$ cat config.mk
export PLATFORM = sky130hd
export DESIGN_NAME = mem_arbiter
export DESIGN_NICKNAME = d
export VERILOG_FILES = /design/src/rtl/mem_arbiter.sv
export SDC_FILE = /design/constraint.sdc
export NUM_CORES = 1
export LEC_CHECK = 0
export ABC_AREA = 1
export BUFFER_PORTS_ARGS = -buffer_cell sky130_fd_sc_hd__buf_2
export CELL_PAD_IN_SITES_DETAIL_PLACEMENT = 0
export CELL_PAD_IN_SITES_GLOBAL_PLACEMENT = 1
export CORE_MARGIN = 1.5
export CORE_UTILIZATION = 30
export DETAILED_ROUTE_END_ITERATION = 7
export HOLD_SLACK_MARGIN = 0.05
export PLACE_DENSITY = 0.74
export SYNTH_ARGS = -nofsm -noshare
export SYNTH_HDL_FRONTEND = slang
export SYNTH_SLANG_ARGS = --single-unit
$ cat constraint.sdc
create_clock -name clk -period 2.19 [get_ports clk]
set_input_delay 0.219 -clock clk [delete_from_list [all_inputs] [get_ports clk]]
set_output_delay 0.219 -clock clk [all_outputs]
set_load 0.005 [all_outputs]
$ cat src/rtl/mem_arbiter.sv
// rtl/mem_arbiter.sv - two-port (I/D) arbiter onto a shared pipelined memory
// Fixed D priority; block fills issue BURST reads, writes are a single cycle.
module mem_arbiter #(
  parameter int LATENCY = 4,
  parameter int BURST   = 8
) (
  input  logic        clk,
  input  logic        rst,
  input  logic        i_req,
  input  logic [15:0] i_addr,
  output logic [15:0] i_data,
  output logic        i_valid,
  output logic [2:0]  i_word,
  output logic        i_done,
  input  logic        d_req,
  input  logic        d_wr,
  input  logic [15:0] d_addr,
  input  logic [15:0] d_wdata,
  output logic [15:0] d_data,
  output logic        d_valid,
  output logic [2:0]  d_word,
  output logic        d_done,
  output logic [15:0] mem_addr,
  output logic [15:0] mem_data_in,
  output logic        mem_enable,
  output logic        mem_wr,
  input  logic [15:0] mem_data_out,
  input  logic        mem_data_valid,
  output logic        busy
);

  typedef enum logic [2:0] {DRAIN, IDLE, FILL_I, FILL_D, WRITE_D} state_t;

  localparam logic [3:0] LAST_WORD  = 4'(BURST - 1);
  localparam logic [7:0] LAST_DRAIN = 8'(LATENCY - 1);

  state_t      state;
  logic [3:0]  issue_cnt;
  logic [3:0]  ret_cnt;
  logic [7:0]  drain_cnt;
  logic [11:0] base;
  logic [3:0]  next_issue;
  logic        take;
  logic        last_take;
  logic        unused_addr_bits;

  assign next_issue       = issue_cnt + 4'd1;
  assign take             = mem_data_valid && (state == FILL_I || state == FILL_D);
  assign last_take        = take && (ret_cnt == LAST_WORD);
  assign unused_addr_bits = ^i_addr[3:0];

  assign i_data  = mem_data_out;
  assign i_valid = take && (state == FILL_I);
  assign i_done  = last_take && (state == FILL_I);
  assign i_word  = ret_cnt[2:0];

  assign d_data  = mem_data_out;
  assign d_valid = take && (state == FILL_D);
  assign d_done  = (last_take && (state == FILL_D)) || (state == WRITE_D);
  assign d_word  = ret_cnt[2:0];

  // DRAIN counts as busy, but not while reset is still held
  assign busy = (state != IDLE) && !rst;

  always_ff @(posedge clk) begin
    if (rst) begin
      state       <= DRAIN;
      issue_cnt   <= 4'd0;
      ret_cnt     <= 4'd0;
      drain_cnt   <= 8'd0;
      base        <= 12'd0;
      mem_addr    <= 16'd0;
      mem_data_in <= 16'd0;
      mem_enable  <= 1'b0;
      mem_wr      <= 1'b0;
    end else begin
      case (state)
        DRAIN: begin
          if (drain_cnt == LAST_DRAIN) state <= IDLE;
          else drain_cnt <= drain_cnt + 8'd1;
        end
        IDLE: begin
          if (d_req) begin
            base       <= d_addr[15:4];
            issue_cnt  <= 4'd0;
            ret_cnt    <= 4'd0;
            mem_enable <= 1'b1;
            mem_wr     <= d_wr;
            if (d_wr) begin
              state       <= WRITE_D;
              mem_addr    <= d_addr;
              mem_data_in <= d_wdata;
            end else begin
              state    <= FILL_D;
              mem_addr <= {d_addr[15:4], 4'h0};
            end
          end else if (i_req) begin
            base       <= i_addr[15:4];
            issue_cnt  <= 4'd0;
            ret_cnt    <= 4'd0;
            mem_enable <= 1'b1;
            mem_wr     <= 1'b0;
            state      <= FILL_I;
            mem_addr   <= {i_addr[15:4], 4'h0};
          end
        end
        FILL_I, FILL_D: begin
          // issue_cnt is the index of the read currently on the bus
          if (mem_enable) begin
            if (issue_cnt != LAST_WORD) begin
              issue_cnt <= next_issue;
              mem_addr  <= {base, next_issue[2:0], 1'b0};
            end else begin
              mem_enable <= 1'b0;
            end
          end
          if (take) begin
            ret_cnt <= ret_cnt + 4'd1;
            if (ret_cnt == LAST_WORD) begin
              state      <= IDLE;
              mem_enable <= 1'b0;
            end
          end
        end
        WRITE_D: begin
          mem_enable <= 1'b0;
          mem_wr     <= 1'b0;
          state      <= IDLE;
        end
        default: state <= DRAIN;
      endcase
    end
  end

endmodule

==> Word level (Yosys, flattened, before mapping) <==
Index checks and enable logic that the tools add are counted.
{ "op_classes": {"add_sub_neg": 3, "n_eq_ne": 14, "mux": 32, "bitwise_logic": 1, "n_reduce_logical": 24} }
{ "ops": {"columns": ["op", "n"], "rows": [
  ["$mux 16", 4],
  ["$pmux 16 s2", 1],
  ["$mux 12", 2],
  ["$mux 4", 6],
  ["$mux 3", 6],
  ["$pmux 4 s2", 2],
  ["$pmux 3 s4", 1],
  ["$ne 2x2->1 const B", 5],
  ["$add 4x1->4 const B", 2],
  ["$add 8x1->8 const B", 1],
  ["$eq 8x2->1 const B", 1],
  ["$mux 1", 8],
  ["$reduce_and 2->1", 4],
  ["$reduce_and 4->1", 2],
  ["$logic_and 1x1->1", 7],
  ["$eq 3x2->1 const B", 2],
  ["$reduce_and 3->1", 2],
  ["$reduce_bool 2->1", 3],
  ["$eq 4x3->1 const B", 1],
  ["$ne 4x3->1 const B", 1],
  ["$eq 3x1->1 const B", 1],
  ["$eq 3x3->1 const B", 1],
  ["$logic_not 3->1", 1],
  ["$ne 3x1->1 const B", 1],
  ["8 further kinds", 9]
]} }
{ "word_totals": {"register_bits": 65, "in_bits": 70, "out_inout_bits": 77, "word_cells": 83} }

==> Longest topological paths before layout <==
Gate-level depths: netlist of the first run.
{ "logic_depth": {"depth_word": 6, "depth_mapped": 10, "ltp_nobuf": 9} }

==> Least setup slack after synthesis of the first run <==
No wires, ideal clock.
{ "synth_path": {"path_kind": "register to output", "startpoint": "reg state[1]", "endpoint": "out d_done", "arrival_time_ns": 1.118, "setup_slack_ns": 0.853, "stages_incl_launch_ff": 8, "cell_sequence": "dfxtp_1 > inv_2 > nor2_2 > buf_4 > nand2_1 > inv_1 > nand2_1 > o21ai_0"} }
{ "synth_between": {"elab_chain_len": 6, "elab_cells_between_ends": 8, "classes_between": "eq/ne (3); reduce/logical (5)"} }
{ "synth_rtl": {"columns": ["item", "line_no", "text"], "rows": [
  ["from (decl)", "37", "state_t state;"],
  ["from (signal assigned)", "67", "state <= DRAIN;"],
  ["from (signal assigned)", "79", "if (drain_cnt == LAST_DRAIN) state <= IDLE;"],
  ["from (signal assigned)", "90", "state <= WRITE_D;"],
  ["$eq 3x2->1, on equally long branches", "48, 59", null],
  ["$logic_or 1x1->1", "48", "assign take = mem_data_valid && (state == FILL_I || state == FILL_D);"],
  ["$logic_and 1x1->1", "48", null],
  ["$logic_and 1x1->1", "49", "assign last_take = take && (ret_cnt == LAST_WORD);"],
  ["$logic_and 1x1->1", "59", "assign d_done = (last_take && (state == FILL_D)) || (state == WRITE_D);"],
  ["$logic_or 1x1->1 *", "59", null],
  ["to (decl)", "22", "output logic d_done,"]
]} }
Mark *: on every way between the ends. The rest lies on a longest branch, timed or not.

==> Worst setup path in the final report of the first run <==
Ends and elaborated chain as after synthesis.

==> results.yml, run 1 <==
grt:
  grt_pass1_wl_mm: 13.0
  grt_overflow: 0
  grt_pass1_vias: 2801
  antenna_found_initial: 1
  grt_max_degree: 40
  grt_util_all_layers_pct: 14.3
floorplan:
  dieHeight_um: 107
  initial_utilization_pct: 31.2
  die_area_mm2: 0.0115
  core_mm2: 0.0104
  die_w_um: 107
  ios: 147
  std_cell_rows: 37
clocking:
  numClockSinks: 65
  clockBufferDepth: 2
  cts_buffers: 9
  clock_latency_ns: 0.34
  cts-resized-gates: 0
  cts_setup_buffers: 0
  cts_tree: "yes"
  cts-root-buf: "clkbuf_8"
  h-tree-depth: 3
  hold_buffers: 0
  clk_pin_slew_ns: 0.08
synth:
  synth_top_cell_area_share_pct: 40.0
  syn-num-nets: 534
  avgSynthCellArea_um2: 7.06
  ys_types: 25
  yosysSeqAreaShare_pct: 40.0
  synth_top_area_cell: "dfxtp_1"
  syn_area_mm2: 0.00325
  synth_warnings: 0
  yosys-top-cells-area: "dfxtp_1 40%, nand2_1 12%, buf_4 9.0%, nor2_1 8.3%, o21ai_0 6.0%"
  synthCells: 461
  ys_seq_elements: 65
power:
  pwr-share-seq_pct: 42.2
  ir_drop_mv: 0.421
  p_sw_share_pct: 38.6
  p_clk_share_pct: 23.9
  p_per_area_mw_per_mm2: 990
  power_mw: 3.69
  pwr-share-comb_pct: 33.9
  power.internal_mw: 2.26
  p_leak_nw: 1.69
  switching_power_mw: 1.42
sta:
  drv_slew: 0
  hold_slack_ns: 0.0961
  fmax_mhz: 525
  finalCriticalPeriod_ns: 1.91
  timing.slew.headroom_pct: 72.0
  finalSetupViolCount: 0
  finalCritPeriodShare_pct: 87.0
  skew_ns: 0.00516
  rsz0062_at_grt: "no"
  report.final.hold_viol_count: 0
  tns_ns: 0
  tightest_slew_ns: 0.419
worst_setup_path:
  crit_fanout: 7
  cp.arrival_ns: 1.69
  crit_required_ns: 1.97
  worstSetupStartpointType: "flop"
  path_class: "flop to output port"
  endpoint_kind: "output port"
routing:
  drtIter0Drc: 105
  drc: 0
  ant_nets: 0
  viasPerCell: 4.47
  dr_total_vias: 2935
  drtPass1Iterations: 4
  avgRoutedWirePerCell_um: 12.3
  finalWirelength_mm: 8.09
final_layout:
  nets: 588
  layout_common_cells: "104 x nand2_1, 94 x buf_2, 72 x nor2_1"
  fin_util_pct: 35.7
  fillers: 1169
  fin_cells: 657
  syn_to_final_growth_pct: 14.5
  drive_gt1_share_pct: 27.3
  final_common_cell: "nand2_1"
placement:
  dp.final_hpwl_mm: 5.64
  port_buffers: 94
  gp_congestion: 0.782
  dp_cells: 640
run_status:
  outcome: "finished, final reports clean"
flow_run:
  drv_cap: 0
min_path:
  hold_class: "input pin to flop"
==> state kept, by name, summed over array words and instances (netlist names) <==
signal       cells
mem_enable       1
issue_cnt        4
mem_data_in     16
state            3
ret_cnt          4
drain_cnt        8
base            12
mem_addr        16
mem_wr           1
==> power by group through the flow <==
stage               sequential, mW  clock (mW)  combinational [mW]
global placement              1.58           0                1.24
CTS                           1.56       0.921                1.26
detailed placement            1.58           0                1.26
floorplan                     1.57           0               0.923
global route                  1.59       0.979                1.43
finish                        1.56       0.880                1.25
==> cells in the mapped netlist <==
cell      instances
nand3_4           1
nor2_1           72
buf_2            10
a211oi_1         13
nor2_4            2
nor3_1            1
a21oi_1          30
buf_1             1
ha_1              3
nand4_1           1
dfxtp_1          65
nand2_1         104
nand3_1          13
nor2_2            2
or2_2            13
nand2_2           2
o21ai_0          39
buf_6             1
xor2_1            3
inv_2             6
clkbuf_1          6
o21ai_1          12
inv_1            21
buf_4            39
nor2_8            1
==> worst max-delay path, stage by stage (launching register included) <==
cell and delay, ns:
dfxtp_1 0.34, inv_2 0.07, nor2_2 0.21, nand2_1 0.20, inv_1 0.11, nand2_1 0.11, o21ai_0 0.17, buf_2 0.14
==> cell families (layout without fill, tap and decap cells) <==
family                     count (synthesis)  count (layout)  share of synthesized area, %
AOI/OAI and AO/OA                         94              94                          15.5
xor gates and xnor gates                   3               3                         0.808
adders and majority gates                  3               3                          1.15
buffers and inverters                     84             143                          14.8
DFF                                       65              65                          40.0
other                                      0               1                             0
and+or+nand+nor                          212             212                          27.8
==> area by class of cell <==
type                       instances  area [µm²]  share of cell area, %
multi-input combinational        312        1470                   39.5
sequential                        65        1300                   34.9
timing repair buffer             100         515                   13.8
tap                              136         170                   4.57
clock buffer                      10         128                   3.43
inverter                          27         101                   2.72
clock inverter                     6        35.0                  0.941
antenna                            1        2.50                 0.0672
==> routing by layer <==
metal  GRT usage [%]  vias to the layer above  part of all wire [%]
met5               0                        -                     0
met3            3.65                       16                   4.2
met4            7.43                        0                   2.3
met2            23.2                       50                    46
met1            17.5                     1316                    48
li1                -                     1553                     -
==> through the flow <==
stage | area [µm²] | worst slack (ns)
after global routing | 3720 | 0.111
after detailed placement | 3560 | 0.584
after global placement | 3560 | 0.606
final | 3720 | 0.284
after floorplan | 3250 | 0.853
after CTS | 3720 | 0.254
==> worst paths after layout <==
check	startpoint	depth (start not counted)	slack, ns	endpoint
worst max-delay path	state[1]	7	0.28	d_done
worst max register to register	drain_cnt[0]	9	0.59	drain_cnt[3]
worst min register to register	mem_addr[0]	2	0.47	mem_addr[0]
worst min-delay path	d_wdata[3]	3	0.1	mem_data_in[3]
Note: power is estimated with default switching activity, not from simulation.
==> run 2, diff against run 1 <==
--- a/config.mk
+++ b/config.mk
@@ -9,7 +9,7 @@
 export BUFFER_PORTS_ARGS = -buffer_cell sky130_fd_sc_hd__buf_2
 export CELL_PAD_IN_SITES_DETAIL_PLACEMENT = 0
 export CELL_PAD_IN_SITES_GLOBAL_PLACEMENT = 1
-export CORE_MARGIN = 1.5
+export CORE_MARGIN = 3
 export CORE_UTILIZATION = 30
 export DETAILED_ROUTE_END_ITERATION = 7
 export HOLD_SLACK_MARGIN = 0.05
==> run 2 against run 1 <==
Worst setup slack got worse by 0.075 ns. Register-to-register slack about the same. Via count increased by 1.5%. Clock-buffer cell count increased by 2. Clock skew increased by 0.0017 ns. Sequential share of layout area decreased by 0.42 points. Maximum frequency decreased by 3.8%. Design area increased by 1.2%. Critical path depth unchanged. Critical endpoint unchanged.
==> results.yml, run 2 (synthesis results as in run 1) <==
run_status:
  outcome: "finished, final reports clean"
routing:
  drtPass1Iterations: 4
  drtIter0Drc: 116
  ant_nets: 0
  finalWirelength_mm: 8.08
  dr_total_vias: 2979
  drc: 0
  viasPerCell: 4.55
  avgRoutedWirePerCell_um: 12.3
placement:
  dp_cells: 640
  dp.final_hpwl_mm: 5.80
  gp_congestion: 0.758
  port_buffers: 94
final_layout:
  nets: 588
  reg.largest.list: "mem_addr x16, mem_data_in x16, base x12"
  final_common_cell: "nand2_1"
  fin_cells: 655
  drive_gt1_share_pct: 27.0
  syn_to_final_growth_pct: 15.8
  layout_common_cells: "104 x nand2_1, 94 x buf_2, 72 x nor2_1"
  diodes: 0
floorplan:
  std_cell_rows: 37
  initial_utilization_pct: 31.2
  ios: 147
  die_area_mm2: 0.0121
  dieHeight_um: 110
  core_mm2: 0.0104
  die_w_um: 110
grt:
  antenna_found_initial: 0
  use_met1_pct: 17.4
  grt_pass1_wl_mm: 12.9
  met3_usage_pct: 3.15
  met2_usage_pct: 22.0
  grt_util_all_layers_pct: 13.5
  grt_overflow: 0
  grt-busiest-layer: "met2"
  grt_max_degree: 40
  grt_pass1_vias: 2731
clocking:
  cts_setup_buffers: 0
  cts-root-buf: "clkbuf_8"
  numClockSinks: 65
  cts-resized-gates: 0
  hold_buffers: 0
  cts_tree: "yes"
  h-tree-depth: 3
  clockBufferDepth: 2
  clock_latency_ns: 0.33
  clk_pin_slew_ns: 0.07
  cts_buffers: 9
worst_setup_path:
  cp.arrival_ns: 1.76
  worstSetupStartpointType: "flop"
  crit_required_ns: 1.97
  crit_fanout: 7
  path_class: "flop to output port"
  endpoint_kind: "output port"
sta:
  finalSetupViolCount: 0
  fmax_mhz: 505
  tightest_slew_ns: 0.432
  hold_slack_ns: 0.106
  finalCriticalPeriod_ns: 1.98
  rsz0062_at_grt: "no"
  finalCritPeriodShare_pct: 90.4
  report.final.hold_viol_count: 0
  skew_ns: 0.00683
  drv_slew: 0
  timing.slew.headroom_pct: 71.1
  tns_ns: 0
flow_run:
  drv_cap: 0
min_path:
  hold_class: "input pin to flop"
power:
  p_per_area_mw_per_mm2: 1040
  ir_drop_mv: 0.361
  p_leak_nw: 1.71
-- run 2: changes by cell type in the layout (fill, tap and decap cells not counted) --
cell        previous run  this run
clkbuf_8               9        10
clkbuf_1               1         2
clkinvlp_4             2         0
bufinv_16              0         2
clkinv_2               4         1
diode_2                1         0
-- run 2: layer usage --
layer  up-vias  wire [µm]
li1       1542          -
met1      1366       3700
met2        56       3850
met3        15        371
met4         0        149
met5         -          0
-- run 2: final cells by class --
class / count / area, µm²
Inverter: 27 / 101
Sequential cell: 65 / 1300
Clock buffer: 12 / 145
Tap cell: 136 / 170
Fill cell: 1152 / 6650
Timing Repair Buffer: 100 / 515
Multi-Input combinational cell: 312 / 1470
Clock inverter: 3 / 65.1
-- run 2: path summary, 6_finish.rpt --
kind / end / depth (start not counted) / slack (ns) / start
max: d_done / 7 / 0.21 / state[1]
min: mem_data_in[1] / 3 / 0.11 / d_wdata[1]
max reg2reg: mem_addr[13] / 8 / 0.59 / issue_cnt[0]
min reg2reg: mem_addr[0] / 2 / 0.46 / mem_addr[0]
-- run 2: worst max-delay path: stages, from the launching register on --
cell     delay (ns)
dfxtp_1        0.34
inv_2          0.07
nor2_2         0.20
nand2_1        0.19
inv_1          0.11
nand2_1        0.10
o21ai_0        0.26
buf_2          0.17
-- run 2: report_power, final --
group          internal (mW)  total, mW  switching, mW  leakage [nW]
Combinational          0.445       1.25          0.805          1.08
Clock                  0.666       1.11          0.449         0.106
Sequential              1.42       1.56          0.138         0.529
Total                   2.53       3.92           1.39          1.71
-- run 2: stage by stage --
step	power (mW)	setup slack (ns)	cell area, µm²	util (%)
after CTS	3.97	0.245	3770	36.2
after global routing	4.22	0.0864	3770	36.2
after floorplan	2.50	0.853	3250	-
after global placement	2.82	0.596	3560	34.2
after detailed placement	2.84	0.594	3560	34.2
final	3.92	0.210	3770	36.2
